`src/rtl/systolic_job_ctrl.sv`:
```
// rtl/systolic_job_ctrl.sv - job sequencer for a 3x3 output-stationary systolic array
//
// Accepts one pair of 3x3 operand matrices per job, registers the skewed west/north
// feed vectors, holds the array in reset for CLR_CYC cycles, releases it and waits
// for arr_done (bounded by TIMEOUT RUN cycles), then offers the captured 9-element
// result downstream.
//
// Optional build macro: SA_PERF_CNT_EN adds perf_cycles (RUN cycles of the last job).
//
// Ports:
//   clk, rst                 clock (rising edge), asynchronous active-low reset
//   in_valid/in_ready        job handshake; a_in, b_in row-major 3x3 operands
//   west_0..2, north_0..2    skewed feed vectors, slot k at [k*DW +: DW]
//   arr_rst                  active-high array reset
//   arr_out, arr_done        array result and completion
//   res_valid/res_ready      result handshake; res_data captured result
//   busy                     controller not idle
//   timeout_err              sticky: last job aborted on timeout
//   perf_cycles              (SA_PERF_CNT_EN only) RUN-cycle count of last capture
module systolic_job_ctrl #(
    parameter int DW      = 16,
    parameter int OW      = 32,
    parameter int CLR_CYC = 2,
    parameter int TIMEOUT = 64
) (
    input  logic            clk,
    input  logic            rst,
    input  logic            in_valid,
    output logic            in_ready,
    input  logic [9*DW-1:0] a_in,
    input  logic [9*DW-1:0] b_in,
    output logic [5*DW-1:0] west_0,
    output logic [5*DW-1:0] west_1,
    output logic [5*DW-1:0] west_2,
    output logic [5*DW-1:0] north_0,
    output logic [5*DW-1:0] north_1,
    output logic [5*DW-1:0] north_2,
    output logic            arr_rst,
    input  logic [9*OW-1:0] arr_out,
    input  logic            arr_done,
    output logic            res_valid,
    input  logic            res_ready,
    output logic [9*OW-1:0] res_data,
    output logic            busy,
    output logic            timeout_err
`ifdef SA_PERF_CNT_EN
    ,
    output logic [15:0]     perf_cycles
`endif
);

    localparam int CW = (CLR_CYC > 1) ? $clog2(CLR_CYC) : 1;
    localparam int RW = $clog2(TIMEOUT + 1);

    typedef enum logic [1:0] {
        IDLE  = 2'd0,
        CLEAR = 2'd1,
        RUN   = 2'd2,
        HOLD  = 2'd3
    } state_t;

    state_t          state_q, state_d;
    logic [CW-1:0]   clr_cnt;
    logic [RW-1:0]   run_cnt;
    logic [RW-1:0]   run_next;
    logic            clr_last;
    logic            accept;
    logic            capture;
    logic            abort;

    logic [5*DW-1:0] west_d  [3];
    logic [5*DW-1:0] north_d [3];
    logic [5*DW-1:0] west_q  [3];
    logic [5*DW-1:0] north_q [3];
    logic [9*OW-1:0] res_q;

    // Skew: row/column r is delayed by r slots so matching operand pairs meet
    // in PE(i,j) on the same cycle.
    always_comb begin
        for (int r = 0; r < 3; r++) begin
            west_d[r]  = '0;
            north_d[r] = '0;
            for (int k = 0; k < 5; k++) begin
                if (k >= r && k - r <= 2) begin
                    west_d[r][k*DW +: DW]  = a_in[(3*r + (k - r))*DW +: DW];
                    north_d[r][k*DW +: DW] = b_in[(3*(k - r) + r)*DW +: DW];
                end
            end
        end
    end

    always_ff @(posedge clk or negedge rst) begin
        if (!rst) begin
            state_q <= IDLE;
        end else begin
            state_q <= state_d;
        end
    end

    always_comb begin
        state_d  = state_q;
        accept   = 1'b0;
        capture  = 1'b0;
        abort    = 1'b0;
        clr_last = (clr_cnt == CW'(CLR_CYC - 1));
        run_next = run_cnt + RW'(1);
        case (state_q)
            IDLE: begin
                if (in_valid && in_ready) begin
                    accept  = 1'b1;
                    state_d = CLEAR;
                end
            end
            CLEAR: begin
                if (clr_last) begin
                    state_d = RUN;
                end
            end
            RUN: begin
                // done takes priority over a coincident timeout
                if (arr_done) begin
                    capture = 1'b1;
                    state_d = HOLD;
                end else if (run_next == RW'(TIMEOUT)) begin
                    abort   = 1'b1;
                    state_d = IDLE;
                end
            end
            HOLD: begin
                if (res_ready) begin
                    state_d = IDLE;
                end
            end
            default: state_d = IDLE;
        endcase
    end

    always_ff @(posedge clk or negedge rst) begin
        if (!rst) begin
            clr_cnt     <= '0;
            run_cnt     <= '0;
            res_q       <= '0;
            timeout_err <= 1'b0;
            for (int r = 0; r < 3; r++) begin
                west_q[r]  <= '0;
                north_q[r] <= '0;
            end
        end else begin
            if (accept) begin
                clr_cnt     <= '0;
                run_cnt     <= '0;
                timeout_err <= 1'b0;
                for (int r = 0; r < 3; r++) begin
                    west_q[r]  <= west_d[r];
                    north_q[r] <= north_d[r];
                end
            end
            if (state_q == CLEAR && !clr_last) begin
                clr_cnt <= clr_cnt + CW'(1);
            end
            if (state_q == RUN) begin
                run_cnt <= run_next;
            end
            if (capture) begin
                res_q <= arr_out;
            end
            if (abort) begin
                timeout_err <= 1'b1;
            end
        end
    end

`ifdef SA_PERF_CNT_EN
    logic [31:0] run_ext;
    assign run_ext = 32'(run_cnt) + 32'd1;

    always_ff @(posedge clk or negedge rst) begin
        if (!rst) begin
            perf_cycles <= '0;
        end else if (capture) begin
            perf_cycles <= (run_ext > 32'h0000_FFFF) ? 16'hFFFF : run_ext[15:0];
        end
    end
`endif

    // rst gating keeps in_ready low for the whole time reset is asserted
    assign in_ready  = rst && (state_q == IDLE);
    assign arr_rst   = (state_q != RUN);
    assign res_valid = (state_q == HOLD);
    assign busy      = (state_q != IDLE);
    assign res_data  = res_q;
    assign west_0    = west_q[0];
    assign west_1    = west_q[1];
    assign west_2    = west_q[2];
    assign north_0   = north_q[0];
    assign north_1   = north_q[1];
    assign north_2   = north_q[2];

endmodule

```
`config.mk`:
```
export PLATFORM = sky130hd
export DESIGN_NAME = systolic_job_ctrl
export DESIGN_NICKNAME = d
export VERILOG_FILES = /design/src/rtl/systolic_job_ctrl.sv
export SDC_FILE = /design/constraint.sdc
export NUM_CORES = 1
export LEC_CHECK = 0
export ABC_AREA = 1
export CAP_MARGIN = 0
export CORE_AREA = 3 3 520 522
export CTS_CLUSTER_SIZE = 28
export DETAILED_ROUTE_END_ITERATION = 10
export DIE_AREA = 0 0 523 525
export GPL_ROUTABILITY_DRIVEN = 0
export GPL_TIMING_DRIVEN = 0
export PLACE_DENSITY_LB_ADDON = 0.3
export SLEW_MARGIN = 20
export SYNTH_ARGS = -nofsm -noshare
export SYNTH_HDL_FRONTEND = slang
export SYNTH_SLANG_ARGS = --single-unit
```
`constraint.sdc`:
```
create_clock -name clk -period 1.7 [get_ports clk]
set_clock_uncertainty 0.05 [all_clocks]
set_input_delay 0.34 -clock clk [delete_from_list [all_inputs] [get_ports clk]]
set_output_delay 0.34 -clock clk [all_outputs]
set_load 0.005 [all_outputs]
```
== Word level (Yosys, flattened, before mapping) ==
Cells that the tools add are included.
Widths: inputs -> output; s select.

* Output and inout port bits: 773
* Logic and storage cells: 50
* Register bits after elaboration: 587
* Input bits: 581

* Multiplexer cells: 18
* Equal/unequal tests: 9
* Add/sub/neg operators: 2
* Reduce and logical (&&, ||, !) cells: 10

{| class="wikitable"
|+ Operators with widths
! operator !! number
|-
| $mux 7 || 2
|-
| $mux 1 || 10
|-
| $mux 2 || 5
|-
| $pmux 2 s4 || 1
|-
| $reduce_bool 2->1 || 4
|-
| $add 7x1->7 const B || 1
|-
| $eq 7x7->1 const B || 1
|-
| $ne 2x2->1 const B || 3
|-
| $eq 2x2->1 const B || 2
|-
| $reduce_and 4->1 || 1
|-
| $logic_and 1x1->1 || 3
|-
| $ne 3x3->1 const B || 1
|-
| $eq 2x1->1 const B || 1
|-
| $logic_not 2->1 || 1
|-
| $ne 2x1->1 const B || 1
|-
| $add 1x1->1 const B || 1
|-
| $logic_not 1->1 || 1
|}

== Depth between registers and ports, before layout ==
Gate-level depths: netlist of run 1.

* Word-level depth: 7
* Mapped depth: 11
* Mapped depth without buffers: 11

== Worst setup path after synthesis of run 1 ==
No wires, ideal clock.

* Path kind: reg-to-reg
* Start: register state_q[0]
* End: register res_q[154], in the netlist res_data[154]
* Data required time: 1.534 ns
* Library setup time: 0.116 ns
* Cell stages (with the launch flop): 8
* Slack: 0.224 ns
* Period minus slack after synthesis: 1.476 ns
* Arrival: 1.310 ns
* Cells stage by stage: dfrtp_1 > nor2_2 > nand2_2 > buf_2 > buf_6 > buf_2 > nand2_1 > nand2_1

* Cells in the longest elaborated chain, start to end: 2

{| class="wikitable"
|+ RTL lines
! item !! line !! source
|-
| start, declared || 62 || <nowiki>state_t state_q, state_d;</nowiki>
|-
| start signal, assigned || 96 || <nowiki>state_q <= state_d;</nowiki>
|-
| $eq 2x2->1 || 107 || <nowiki>case (state_q)</nowiki>
|-
| $mux 1 || 107 ||
|-
| end signal, assigned || 165 || <nowiki>res_q <= arr_out;</nowiki>
|-
| end, declared || 75 || <nowiki>logic [9*OW-1:0] res_q;</nowiki>
|}

No other way between the ends.
A chain may end at the register's enable or synchronous reset.

== Worst setup path in the final report of run 1 ==
* Start: register state_q[0]
* End: output res_valid

* Cells in the longest elaborated chain, start to end: 1

{| class="wikitable"
|+ RTL lines
! item !! line !! source
|-
| $eq 2x2->1 || 189 || <nowiki>assign res_valid = (state_q == HOLD);</nowiki>
|-
| end, declared || 41 || <nowiki>output logic res_valid,</nowiki>
|}

No other way between the ends.

==> results of run 1 <==
cell usage after synthesis, types with 3 or more instances:
| master | number |
|---|---|
| buf_2 | 75 |
| buf_4 | 208 |
| buf_6 | 3 |
| clkbuf_1 | 31 |
| dfrtp_1 | 587 |
| inv_1 | 14 |
| inv_2 | 4 |
| nand2_1 | 1756 |
| nand3_1 | 7 |
| nor2_1 | 7 |
| o21ai_0 | 8 |
critical path, stage by stage (launching register included):
cell     delay (ns)
dfrtp_2        0.47
buf_12         0.15
nand2_8        0.09
inv_4          0.04
buf_6          0.11
power by group through the flow:
stage,sequential (W),combinational (W),clock [W]
2_1_floorplan,0.0244,0.00789,0
3_3_place_gp,0.0245,0.0292,0
3_5_place_dp,0.0245,0.0293,0
4_1_cts,0.0244,0.0275,0.0189
5_1_grt,0.0252,0.0330,0.0193
6_report,0.0244,0.0300,0.0181
state kept, by name, indices dropped and copies added, names as in the netlist:
name / cells
north_0: 48
west_2: 48
timeout_err: 1
west_1: 48
run_cnt: 7
north_2: 48
clr_cnt: 1
north_1: 48
res_data: 288
state_q: 2
west_0: 48
layout make-up:
cell class	count	area share [%]
Sequential cell	587	30.8
Clock inverter	40	1.11
Inverter	18	0.189
Timing Repair Buffer	1347	29.1
Antenna cell	7	0.0367
Clock buffer	106	4.72
Buffer	317	6.37
Multi-Input combinational cell	1984	18.3
Tap cell	3533	9.27
final timing paths:
kind / from / end / slack [ns] / cells past startpoint
hold / removal: rst / west_2[59] / 0.04 / 7
min in group clk: arr_out[30] / res_data[30] / 0.12 / 3
setup reg to reg: state_q[0] / west_1[28] / -0.22 / 12
hold reg to reg: res_data[4] / res_data[4] / 0.42 / 2
max in group asynchronous: rst / west_0[45] / -0.04 / 10
setup / recovery: state_q[0] / res_valid / -0.23 / 4
through the flow:
step                      TNS [ns]  util [%]  hold slack [ns]  instance area, um2  instances
after floorplan                  0         -         -0.00559               24400       2908
after CTS                  -247.55      16.7          -0.0408               44300       7819
final                       -57.33      18.0           0.0353               47700       7939
after global routing       -154.00      18.0          0.00122               47700       7935
after global placement           -      15.2            0.412               40400       7602
after detailed placement   -914.03      15.3            0.155               40600       7610
timing repair:
item / in CTS / in global routing
gates resized for setup: 724 / 1006
endpoints found under the hold margin: 225 / 0
setup buffers: 19 / 77
cloned: 14 / 38
pin swaps: 8 / 61
endpoints found under the setup margin: 1168 / 1213
hold buffers: 30 / 0
layer usage:
layer	track usage, %	vias to the layer above	part of all wire, %
met4	4.08	12	4.0
met2	17.7	1186	46
met1	12.6	11477	39
met3	4.61	233	11
li1	-	11069	-
met5	0	-	0.046
kinds of logic (layout without fill, tap and decap cells):
family	after synthesis	in the layout	share of synthesized area [%]
other	1	199	0.0159
AO/OA/AOI/OAI	13	13	0.312
AND/OR/NAND/NOR	1776	1776	28.3
XOR/XNOR	1	1	0.0370
flip-flops	587	587	62.1
adder cells (fa/ha/maj)	2	2	0.106
buffers and inverters	337	1828	9.14
==> flow_summary.ini, run 1 <==
[run_status]
violations = negative setup slack
outcome = finished with violations

[cells_and_area]
syn_to_final_growth_pct = 102
final_cell_mix = 1463 x nand2_1, 579 x clkdlybuf4s50_1, 575 x dfrtp_1
fillers = 29643
nets = 4917
mostFrequentLayoutCell = nand2_1
regArea_um2 = 14700
multi_input_logic_area_um2 = 8740
post_route_cells_drive_above_1_share_pct = 24.4

[sta]
max-slew-margin-rel_pct = 33.7
timing.fmax_mhz = 518
finalMaxSlewViolations = 0
final_critical_path_setup_slack_ns = -0.230
rsz_0062_raised_after_global_routing = true
hold_violations = 0
finalSetupViolCount = 773
timing.final.crit_share_pct = 114
worst_slew_pin_slew_ns = 0.992
fin_crit_ns = 1.93

[synthesis]
post_synth_main_area_contributors = dfrtp_1 62%, nand2_1 28%, buf_4 6.6%, buf_2 1.6%, clkbuf_1 0.49%
count_of_mapped_cells_out_of_synthesis = 2717
synth-main-ff-cell = dfrtp_1
synth_warn = 0
synthArstFlopShare_pct = 100
synth.lib_cells_used.distinct = 23
synth-seq-area-share_pct = 62.1
yosys_register_bits = 587
synth_enable_flop_cells = 0
top_cell_type_s_share_of_synthesized_area_pct = 62.1
syn-mean-instance-area_um2 = 8.71
synth_largest_area_cell = dfrtp_1
netlist_area_um2 = 23700

[clock_network]
cts_root_buf = clkbuf_16
cts_inserted_buffers = 79
clock_insertion_delay_worst_skew_ns = 0.68
cts.path.max_buffers = 3
cts_tree = done
cts.clk_slew.worst_paths_ns = 0.06
clock_sink_count = 587
htree_levels = 3

[power]
switching_share_pct = 36.7
peakVddDrop_mv = 0.990
cell_internal_pwr_w = 0.0459
power.share.combinational_pct = 41.4
cellLeakagePower_nw = 25.0
p_sw_w = 0.0267
power.total_w = 0.0726
clockPowerShare_pct = 24.9
seq_power_share_pct = 33.7
power_density_nw_per_um2 = 1520

[grt]
antenna_found_initial = 48
grt_max_degree = 84
overflow = 0
grt_util_all_layers_pct = 10.9
grt_pass1_vias = 24239
grt_first_pass_wirelength_mm = 207

[floorplan]
die_w_um = 523
fp.dieH_um = 525
core.rowCount = 189
start_util_pct = 8.91
floorplan.core_area_um2 = 266000
floorplan.io_pins = 1354
die_area_um2 = 275000

[placement]
post-place-ws_ns = -2.62
numPortBuffers = 1161
dp_hpwl_mm = 127

[worst_setup_path]
arrival_ns = 1.54
highest_fanout_seen_on_the_critical_path = 4
worst-endpoint-required_ns = 1.31
crit_path_start_kind = flip-flop
critPathKind = flip-flop to output pin
endpoint_kind = output pin

[job]
drv.max_cap_violation_count = 0

[drt]
drc_errors = 0
routed_wl_mm = 162
route.vias.total = 23977
routed_via_density = 3.02
count_of_routing_violations_after_the_opening_detailed_route_iteration = 1164
ant_nets = 0
route.detailed.wl_per_inst_um = 20.4
first_pass_iters = 5

[hold_path]
hold_class = input port to asynchronous set/reset pin
Note: power is estimated with default switching activity, not from simulation.
==> run 2, diff against run 1 <==
--- a/config.mk
+++ b/config.mk
@@ -5,12 +5,11 @@
 export SDC_FILE = /design/constraint.sdc
 export NUM_CORES = 1
 export LEC_CHECK = 0
-export ABC_AREA = 1
 export CAP_MARGIN = 0
-export CORE_AREA = 3 3 520 522
+export CORE_AREA = 3 3 524 526
 export CTS_CLUSTER_SIZE = 28
 export DETAILED_ROUTE_END_ITERATION = 10
-export DIE_AREA = 0 0 523 525
+export DIE_AREA = 0 0 527 529
 export GPL_ROUTABILITY_DRIVEN = 0
 export GPL_TIMING_DRIVEN = 0
 export PLACE_DENSITY_LB_ADDON = 0.3
==> run 2 against run 1 <==
Effect of this change:
- the run ends with negative hold slack, negative setup slack left
- via count shrank 24%
- hold slack lost 0.51 ns
- synthesized cell count is 45% lower
- wire length up 2.7%
- cell count fell by 15%
- sequential power up 6%
- cell area down 4.5%
- clock-buffer cell count is 12 higher
- sequential share of layout area is 1.4 points higher
- first-iteration DRC count down 57%
- critical path type is now flip-flop to flip-flop
==> flow_summary.ini, run 2 <==
[synthesis]
top_cell_type_s_share_of_synthesized_area_pct = 62.8
count_of_mapped_cells_out_of_synthesis = 1482
synthMuxAreaShare_pct = 27.8
synth-main-ff-cell = dfrtp_1
synth.lib_cells_used.distinct = 33
synth_xor_area_share_pct = 0.0749
synth_largest_area_cell = dfrtp_1
adder_cell_share_of_the_synthesized_area_pct = 0.107
synth_enable_flop_cells = 0
synthArstFlopShare_pct = 100
yosys.cell_count.top_type = dfrtp_1
synth_warn = 0
synth_simple_gate_area_share_pct = 0.733
netlist_area_um2 = 23400
synth-seq-area-share_pct = 62.8
yosys_register_bits = 587
post_synth_main_area_contributors = dfrtp_1 63%, mux2_2 27%, buf_4 7.0%, mux2_1 0.96%, buf_2 0.79%
fraction_of_the_mapped_netlist_area_in_compound_gates_pct = 0.492
syn-mean-instance-area_um2 = 15.8
synth_top_cells_by_count = 587 x dfrtp_1, 556 x mux2_2, 218 x buf_4, 37 x buf_2, 20 x mux2_1
main_combinational_cell_family_by_area_after_synthesis = multiplexers

[worst_setup_path]
regToRegSetupSlack_ns = -0.44
timing.rr.end = north_0[30]
arrival_ns = 2.71
highest_fanout_seen_on_the_critical_path = 8
endpoint_kind = flip-flop
crit_path_start_kind = flip-flop
critPathKind = flip-flop to flip-flop
worst-endpoint-required_ns = 2.28
crit-reg2reg-launch = state_q[0]
worst_r2r_path_depth = 7

[floorplan]
floorplan.io_pins = 1354
die_w_um = 527
core.rowCount = 191
fp.dieH_um = 529
start_util_pct = 8.64
die_area_um2 = 279000
floorplan.core_area_um2 = 271000

[sta]
rsz_0062_raised_after_global_routing = true
final_critical_path_setup_slack_ns = -0.437
timing.final.crit_share_pct = 126
finalMaxSlewViolations = 0
fin_crit_ns = 2.14
timing.fmax_mhz = 468
holdWs_ns = -0.476
finalSetupViolCount = 651
final.setup.tns_ns = -177.21
worst_slew_pin_slew_ns = 0.932
hold_violations = 68
max-slew-margin-rel_pct = 37.7

[drt]
route.detailed.wl_per_inst_um = 24.6
count_of_routing_violations_after_the_opening_detailed_route_iteration = 500
route.vias.total = 18338
routed_via_density = 2.71
ant_nets = 0
first_pass_iters = 4
routed_wl_mm = 166
drc_errors = 0

[clock_network]
cts.clk_slew.worst_paths_ns = 0.06
cts.path.max_buffers = 4
clock_insertion_delay_worst_skew_ns = 0.74
cts_tree = done
cts_inserted_buffers = 87
htree_levels = 3
clock_sink_count = 587
cts_root_buf = clkbuf_16
ctsHoldBuffers = 1

[cells_and_area]
syn_to_final_growth_pct = 94.8
post_route_cells_drive_above_1_share_pct = 55.4
largest_register_ff_count = 288
final_util_pct = 16.8
final_cell_mix = 579 x dfrtp_1, 579 x clkdlybuf4s50_1, 379 x mux2_2
nets = 3705
fin_area_um2 = 45500

[run_status]
violations = negative hold slack, negative setup slack
outcome = finished with violations

[grt]
antenna_found_initial = 88
grt_first_pass_wirelength_mm = 204
grt_max_degree = 85
overflow = 0
grt.met3_usage_pct = 9.21
globalRoute.busiestLayer = met2
groute.layer.met1.usage_pct = 12.1
grt_util_all_layers_pct = 11.2
gr-usage-met2_pct = 16.3
grt_pass1_vias = 18838

[power]
cellLeakagePower_nw = 20.2
peakVddDrop_mv = 0.909
power_density_nw_per_um2 = 1810

[placement]
numPortBuffers = 1161
dp_hpwl_mm = 139
placement.cell_area_um2 = 41000

[hold_path]
hold_class = input port to asynchronous set/reset pin

[job]
drv.max_cap_violation_count = 0
==> run 2: kinds of logic (layout without fill, tap and decap cells) <==
family | Yosys count | in the layout
adders and majority gates | 2 | 2
and+or+nand+nor | 30 | 30
other | 1 | 207
AOI/OAI and AO/OA | 20 | 20
buffers and inverters | 262 | 1770
DFF | 587 | 587
xor gates and xnor gates | 2 | 2
muxes | 578 | 578
==> run 2: power by group <==
group | internal (W) | switching [W] | total, W
sequential | 0.0212 | 0.00465 | 0.0258
clock | 0.0113 | 0.00729 | 0.0186
combinational | 0.0213 | 0.0168 | 0.0381
total | 0.0537 | 0.0288 | 0.0825
==> run 2: layout make-up <==
class,instances,area (um2)
fillers,29933,225000
flip-flops and latches,587,14700
repair buffers,1362,12400
multi-input cells,824,8360
well taps,3570,4470
plain buffers,256,2680
clock buffers,118,2530
clock inverters,30,348
diodes,15,37.5
inverters,4,30.0
==> run 2: repair_timing <==
action	4_1_cts	5_1_grt
endpoints found under the hold margin	129	61
cloned	8	17
buffers inserted	16	153
gates resized for setup	432	2020
endpoints found under the setup margin	1168	1188
pin swaps	2	8
==> run 2: critical path, stage by stage, from the launching register on <==
cell and delay, ns:
dfrtp_2 0.47, nor3b_4 0.29, buf_4 0.16, and2_4 0.14, buf_12 0.17, buf_16 0.18
clkbuf_16 0.19, mux2_2 0.33
==> run 2: worst max path at each step <==
stage,from,end,slack [ns],cells after the start
3_3_place_gp,rst,res_data[284],-29.99,1
5_1_grt,state_q[0],west_2[55],-0.53,7
3_5_place_dp,arr_done,res_data[99],-1.48,5
6_report,state_q[0],north_0[30],-0.44,7
2_1_floorplan,run_cnt[1],state_q[1],-0.20,6
4_1_cts,state_q[1],in_ready,-0.58,3
==> run 2: metrics by stage <==
step / std cells / setup WS [ns] / total power [W]
2_1_floorplan: 1673 / -0.203 / 0.0356
3_3_place_gp: 6404 / -29.99 / 0.0627
3_5_place_dp: 6411 / -1.48 / 0.0629
4_1_cts: 6584 / -0.581 / 0.0823
5_1_grt: 6759 / -0.525 / 0.0884
6_report: 6766 / -0.437 / 0.0825
==> run 2: per-layer routing <==
| metal | up-vias | part of all wire [%] |
|---|---|---|
| met5 | - | 0.049 |
| met4 | 12 | 3.3 |
| met3 | 251 | 18 |
| met2 | 1094 | 41 |
| met1 | 8917 | 37 |
| li1 | 8064 | - |
